`src/rtl/pipe_stage.sv`:
```
// Two-entry skid pipeline stage: registered in_ready, 1-cycle latency, synchronous flush.
// Optional PIPE_STAGE_PERF_EN adds saturating stall/flush counters.
module pipe_stage #(
  parameter int               DATA_W  = 32,
  parameter int               PC_W    = 32,
  parameter logic [DATA_W-1:0] NOP_VAL = {DATA_W{1'b0}}
) (
  input  logic              clk,
  input  logic              R,
  input  logic              in_valid,
  output logic              in_ready,
  input  logic [DATA_W-1:0] in_data,
  input  logic [PC_W-1:0]   in_pc,
  input  logic              flush,
  output logic              out_valid,
  input  logic              out_ready,
  output logic [DATA_W-1:0] out_data,
  output logic [PC_W-1:0]   out_pc
`ifdef PIPE_STAGE_PERF_EN
  ,
  output logic [15:0]       stall_cnt,
  output logic [15:0]       flush_cnt
`endif
);

  typedef enum logic [1:0] {EMPTY = 2'd0, ONE = 2'd1, TWO = 2'd2} state_t;

  typedef struct packed {
    logic [DATA_W-1:0] data;
    logic [PC_W-1:0]   pc;
  } word_t;

  localparam word_t NOP_W = word_t'({NOP_VAL, {PC_W{1'b0}}});

  state_t state_q, state_d;
  word_t  main_q, main_d, skid_q, skid_d, in_w;
  logic   accept, consume;

  assign in_w    = word_t'({in_data, in_pc});
  assign accept  = in_valid & in_ready;
  assign consume = out_valid & out_ready;

  always_ff @(posedge clk or posedge R) begin
    if (R) state_q <= EMPTY;
    else   state_q <= state_d;
  end

  always_comb begin
    state_d = state_q;
    if (flush) state_d = EMPTY;
    else begin
      unique case (state_q)
        EMPTY:   if (accept) state_d = ONE;
        ONE:     if (accept && !consume) state_d = TWO;
                 else if (consume && !accept) state_d = EMPTY;
        TWO:     if (consume) state_d = ONE;
        default: state_d = EMPTY;
      endcase
    end
  end

  // in_ready decodes registered state only, so out_ready never reaches it
  always_comb begin
    in_ready  = (state_q != TWO);
    out_valid = (state_q != EMPTY);
    out_data  = main_q.data;
    out_pc    = main_q.pc;
  end

  // main is parked at NOP whenever the stage goes empty, so outputs need no muxing
  always_comb begin
    main_d = main_q;
    skid_d = skid_q;
    if (flush) begin
      main_d = NOP_W;
      skid_d = NOP_W;
    end else begin
      unique case (state_q)
        EMPTY: if (accept) main_d = in_w;
        ONE: begin
          if (accept && consume)  main_d = in_w;
          else if (accept)        skid_d = in_w;
          else if (consume)       main_d = NOP_W;
        end
        TWO: if (consume) begin
          main_d = skid_q;
          skid_d = NOP_W;
        end
        default: begin
          main_d = NOP_W;
          skid_d = NOP_W;
        end
      endcase
    end
  end

  always_ff @(posedge clk or posedge R) begin
    if (R) begin
      main_q <= NOP_W;
      skid_q <= NOP_W;
    end else begin
      main_q <= main_d;
      skid_q <= skid_d;
    end
  end

`ifdef PIPE_STAGE_PERF_EN
  always_ff @(posedge clk or posedge R) begin
    if (R) begin
      stall_cnt <= '0;
      flush_cnt <= '0;
    end else begin
      if (out_valid && !out_ready && stall_cnt != 16'hFFFF) stall_cnt <= stall_cnt + 16'd1;
      if (flush && flush_cnt != 16'hFFFF)                   flush_cnt <= flush_cnt + 16'd1;
    end
  end
`endif

endmodule

```
`config.mk`:
```
export PLATFORM = sky130hd
export DESIGN_NAME = pipe_stage
export DESIGN_NICKNAME = d
export VERILOG_FILES = /design/src/rtl/pipe_stage.sv
export SDC_FILE = /design/constraint.sdc
export NUM_CORES = 1
export LEC_CHECK = 0
export CORE_ASPECT_RATIO = 1.75
export CORE_UTILIZATION = 41
export DETAILED_ROUTE_END_ITERATION = 10
export PLACE_DENSITY = 0.66
export SYNTH_ARGS = -nofsm -noshare
export SYNTH_HDL_FRONTEND = slang
export SYNTH_SLANG_ARGS = --single-unit
```
`constraint.sdc`:
```
create_clock -name clk -period 7.3 [get_ports clk]
set_clock_uncertainty 0.2 [all_clocks]
set_input_delay 2.19 -clock clk [delete_from_list [all_inputs] [get_ports clk]]
set_output_delay 2.19 -clock clk [all_outputs]
set_load 0.02 [all_outputs]
```
Word-level counts from Yosys, hierarchy flattened --
Cells that the tools add are included. Widths: inputs -> output; s select.
Storage, ports and cells: flip-flop bits (word level) 130, bits of input ports 69, output and inout port bits 66, word-level logic and storage cells 44
Cells by class: eq/ne operators 11, multiplexer cells 16, bitwise gates (word level) 2, reductions and logical operators 10
Operators by type and width (count):
- $mux 64 | 8
- $pmux 64 s3 | 2
- $ne 3x3->1 const B | 4
- $ne 4x4->1 const B | 3
- $mux 2 | 5
- $reduce_and 4->1 | 2
- $pmux 2 s3 | 1
- $ne 2x2->1 const B | 2
- $logic_and 1x1->1 | 3
- $reduce_and 3->1 | 1
- $and 1x1->1 | 2
- $eq 2x1->1 const B | 1
- $eq 2x2->1 const B | 1
- $logic_not 1->1 | 2
- $logic_not 2->1 | 1
- $reduce_bool 2->1 | 1

Logic depth before layout (Yosys ltp) --
depth after elaboration 8, gate-level depth with buffers 7, depth with buffers taken out 4

Worst setup path before layout --
No wires, ideal clock.
kind flip-flop to output port, from register state_q[0], to output out_valid, arrival 1.163 ns, required time 4.910 ns, setup slack 3.747 ns, stages on the path, launching flop included 5, path through dfrtp_1 buf_2 buf_2 clkbuf_1 or2_1
On the way: cells in the longest elaborated chain, start to end 1
Ends and longest elaborated chain:
- start: declaration | RTL line 35 | state_t state_q, state_d;
- start signal: assignment | RTL line 45 | else state_q <= state_d;
- $reduce_bool 2->1 | RTL line 65 | out_valid = (state_q != EMPTY);
- end: declaration | RTL line 15 | output logic out_valid,
Every way passes these cells.

Final worst setup path --
Ends and elaborated chain as after synthesis.

==> out/results.ini <==
[yosys]
ys_seq_elements = 130
yosysWarnings = 0
syn_area_per_cell_sq_um = 11.3
syn_nets = 655
yosysTopAreaCell = dfrtp_1
synth.top_cell.area_share_pct = 48.9
ys_seq_area_share_pct = 48.9
synthTopCellsByArea = dfrtp_1 (49%), mux2i_1 (19%), a22o_1 (8.6%)
synthCells = 586
yosysUniqueCellTypes = 24
syn_area_sq_um = 6650

[worst_setup_path]
arrival_ns = 2.57
end_kind = output pin
r2r_end = out_data[6]$_DFFE_PP0P_
worst-path-stages = 3
cp.buffers_inverters = 2
ff2ff_setup_slack_ns = 4.48
path_delay_family = buffers and inverters
critPathSlowestCell = dfrtp_2
crit_fanout = 40
cp-start-kind = flip-flop
r2r_start = state_q[1]$_DFFE_PP0P_
path_cells = buf_4 -> or2_1 -> clkdlybuf4s50_1
r2r_cells = 5
critPathRequiredTime_ns = 4.91
crit_type = flip-flop to output pin
crit_path_max_incr_delay_ns = 0.79

[floorplan]
die_h_um = 170
rows = 61
start_util_pct = 41.9
ios = 135
die-area_sq_um = 16700
coreArea_sq_um = 15900
die_w_um = 98.2

[global_routing]
grt_pass1_vias = 5015
grt_pass1_wl_um = 25700
antenna_found_initial = 1
grt_max_degree = 87
overflow = 0
grt_use_total_pct = 19.8

[drt]
via_per_inst = 5.35
avgRoutedWirePerCell_um = 17.8
drt-total-wl_um = 16000
postRouteAntennaNets = 0
drt_iter0_drc = 191
num_vias = 4824
dr.pass1.iters = 9
route.detailed.drc = 4

[placed_design]
pre_cts_slack_ns = 2.43
routabilityCongestion = 0.746
place_hpwl_um = 10300
port_buffers = 134

[status]
status = complete, but fails checks
violations = DRC

[worst_hold_path]
hp-class = flip-flop to flip-flop
hold-path-cell-count = 1
min_from = out_pc[6]$_DFFE_PP0P_
whs_endpoint = out_pc[6]$_DFFE_PP0P_

[cts]
clk_latency_ns = 0.42
cts.repair.resized = 0
cts_setup_buffers = 0
cts-root-buf = clkbuf_16
clkSlewWorstSetupHoldPaths_ns = 0.06
cts_buffer_depth = 2
cts.sinks = 130
hold_buffers = 0
htreeDepth = 4
cts_tree = done
numCtsBuffers = 17

[timing]
rsz0062_at_grt = no
period_share_pct = 68.0
setup_tns_ns = 0
setup_ws_ns = 2.34
max_freq_ghz = 0.202
worst_pin_slew_ns = 0.980
setup_violations = 0
slew_headroom_pct = 34.5
slew_violations = 0
period_needed_ns = 4.96
final_hold_viol_count = 0

[final_layout]
layout-drive-gt1-share_pct = 6.47
nets = 767
area_growth_pct = 28.6
nFillCells = 1414

[pwr]
leakage_nw = 3.58
ir_worst_vdd_v = 0.000155
p_per_area_nw_per_um2 = 233

[flow_run]
cap_violations = 0

-- worst reg2reg max path, cell delays in order, from the launching register on --
cell and delay, ns:
dfrtp_4 0.80, mux2i_1 0.27, a2bb2oi_2 0.19, nor2_4 0.54, buf_4 0.53, a22o_1 0.22
-- metrics by stage --
| step | area, sq um | instances | util, % | hold WS [ns] | power, mW |
|---|---|---|---|---|---|
| after detailed placement | 7960 | 868 | 50.1 | 0.293 | 1.16 |
| after global placement | 7960 | 868 | 50.1 | 0.286 | 1.15 |
| after floorplan | 6650 | 586 | - | 0.297 | 1.02 |
| final | 8550 | 901 | 53.8 | 0.299 | 1.99 |
| after CTS | 8540 | 900 | 53.8 | 0.306 | 2.01 |
| after global routing | 8550 | 901 | 53.8 | 0.313 | 2.07 |
-- cells in the mapped netlist --
cell type / number
buf_6: 13
or3b_1: 1
or2_1: 1
dfrtp_1: 130
and2b_1: 1
nor2_1: 5
a21boi_1: 1
mux2i_1: 129
buf_4: 11
o22a_1: 1
nor2_8: 1
nor2_2: 1
inv_1: 65
o2bb2ai_1: 64
a22o_1: 65
buf_2: 19
buf_1: 2
nor2b_1: 2
nand2_1: 66
a2bb2oi_2: 1
a21oi_1: 1
nand2b_1: 1
nor2_4: 1
clkbuf_1: 4
-- worst max-delay path by stage --
stage	end	from
4_1_cts	out_valid	state_q[0]$_DFFE_PP0P_
2_1_floorplan	out_data[0]$_DFFE_PP0P_	R
3_5_place_dp	skid_q[43]$_DFFE_PP0P_	out_ready
5_1_grt	out_valid	state_q[0]$_DFFE_PP0P_
6_report	out_valid	state_q[0]$_DFFE_PP0P_
3_3_place_gp	skid_q[7]$_DFFE_PP0P_	out_ready
-- cells by family (layout without fill, tap and decap cells) --
group                  count (synthesis)  count (layout)  share of synthesized area (%)
AOI/OAI and AO/OA                    133             133                           17.5
buffers and inverters                114             239                           8.89
DFF                                  130             130                           48.9
muxes                                129             129                           19.4
other                                  0               1                              0
and+or+nand+nor                       80              80                           5.20
-- report_power, final --
group,internal (mW),switching [mW],leakage (nW)
combinational,0.160,0.180,1.53
sequential,0.770,0.0364,1.76
clock,0.529,0.317,0.283
total,1.46,0.533,3.58
-- sequential cells by signal, indices dropped and copies added, names as in the netlist --
signal / count
out_data: 32
skid_q: 64
out_pc: 32
state_q: 2
-- area by class of cell --
type / instances / area [sq um] / share of cell area, %
tap: 189 / 236 / 2.77
antenna: 1 / 2.50 / 0.0293
multi-input combinational: 342 / 2820 / 33.0
clock inverter: 9 / 104 / 1.22
inverter: 65 / 249 / 2.91
clock buffer: 23 / 478 / 5.59
timing repair buffer: 142 / 1400 / 16.4
sequential: 130 / 3260 / 38.1
-- per-layer routing --
metal	part of all wire, %	global-route usage [%]	up-vias	wire [um]
met5	0	0	-	0
met4	2.1	7.92	0	339
met2	52	34.8	103	8300
met1	42	23.1	2395	6770
met3	3.8	4.76	22	604
li1	-	-	2304	-
-- placed cells by master, fill, tap and decap left out --
cell type | netlist | layout
a2bb2oi_2 | 1 | 1
a21oi_1 | 1 | 1
dfrtp_4 | 0 | 1
clkinvlp_4 | 0 | 2
nand2b_1 | 1 | 1
clkbuf_8 | 0 | 3
and2b_1 | 1 | 1
inv_1 | 65 | 64
dfrtp_1 | 130 | 128
a22o_1 | 65 | 64
inv_6 | 0 | 2
nor2_8 | 1 | 1
o2bb2ai_1 | 64 | 64
nor2b_4 | 0 | 1
a22o_2 | 0 | 1
clkinv_2 | 0 | 4
clkbuf_16 | 0 | 17
clkdlybuf4s50_1 | 0 | 134
nor2b_1 | 2 | 1
a21boi_1 | 1 | 1
or2_1 | 1 | 1
bufinv_16 | 0 | 2
dfrtp_2 | 0 | 1
buf_4 | 11 | 8
diode_2 | 0 | 1
nor2_4 | 1 | 2
o22a_1 | 1 | 1
nor2_1 | 5 | 5
nand2_1 | 66 | 66
or3b_1 | 1 | 1
clkbuf_1 | 4 | 3
mux2i_1 | 129 | 129
Note: power is estimated with default switching activity, not from simulation.
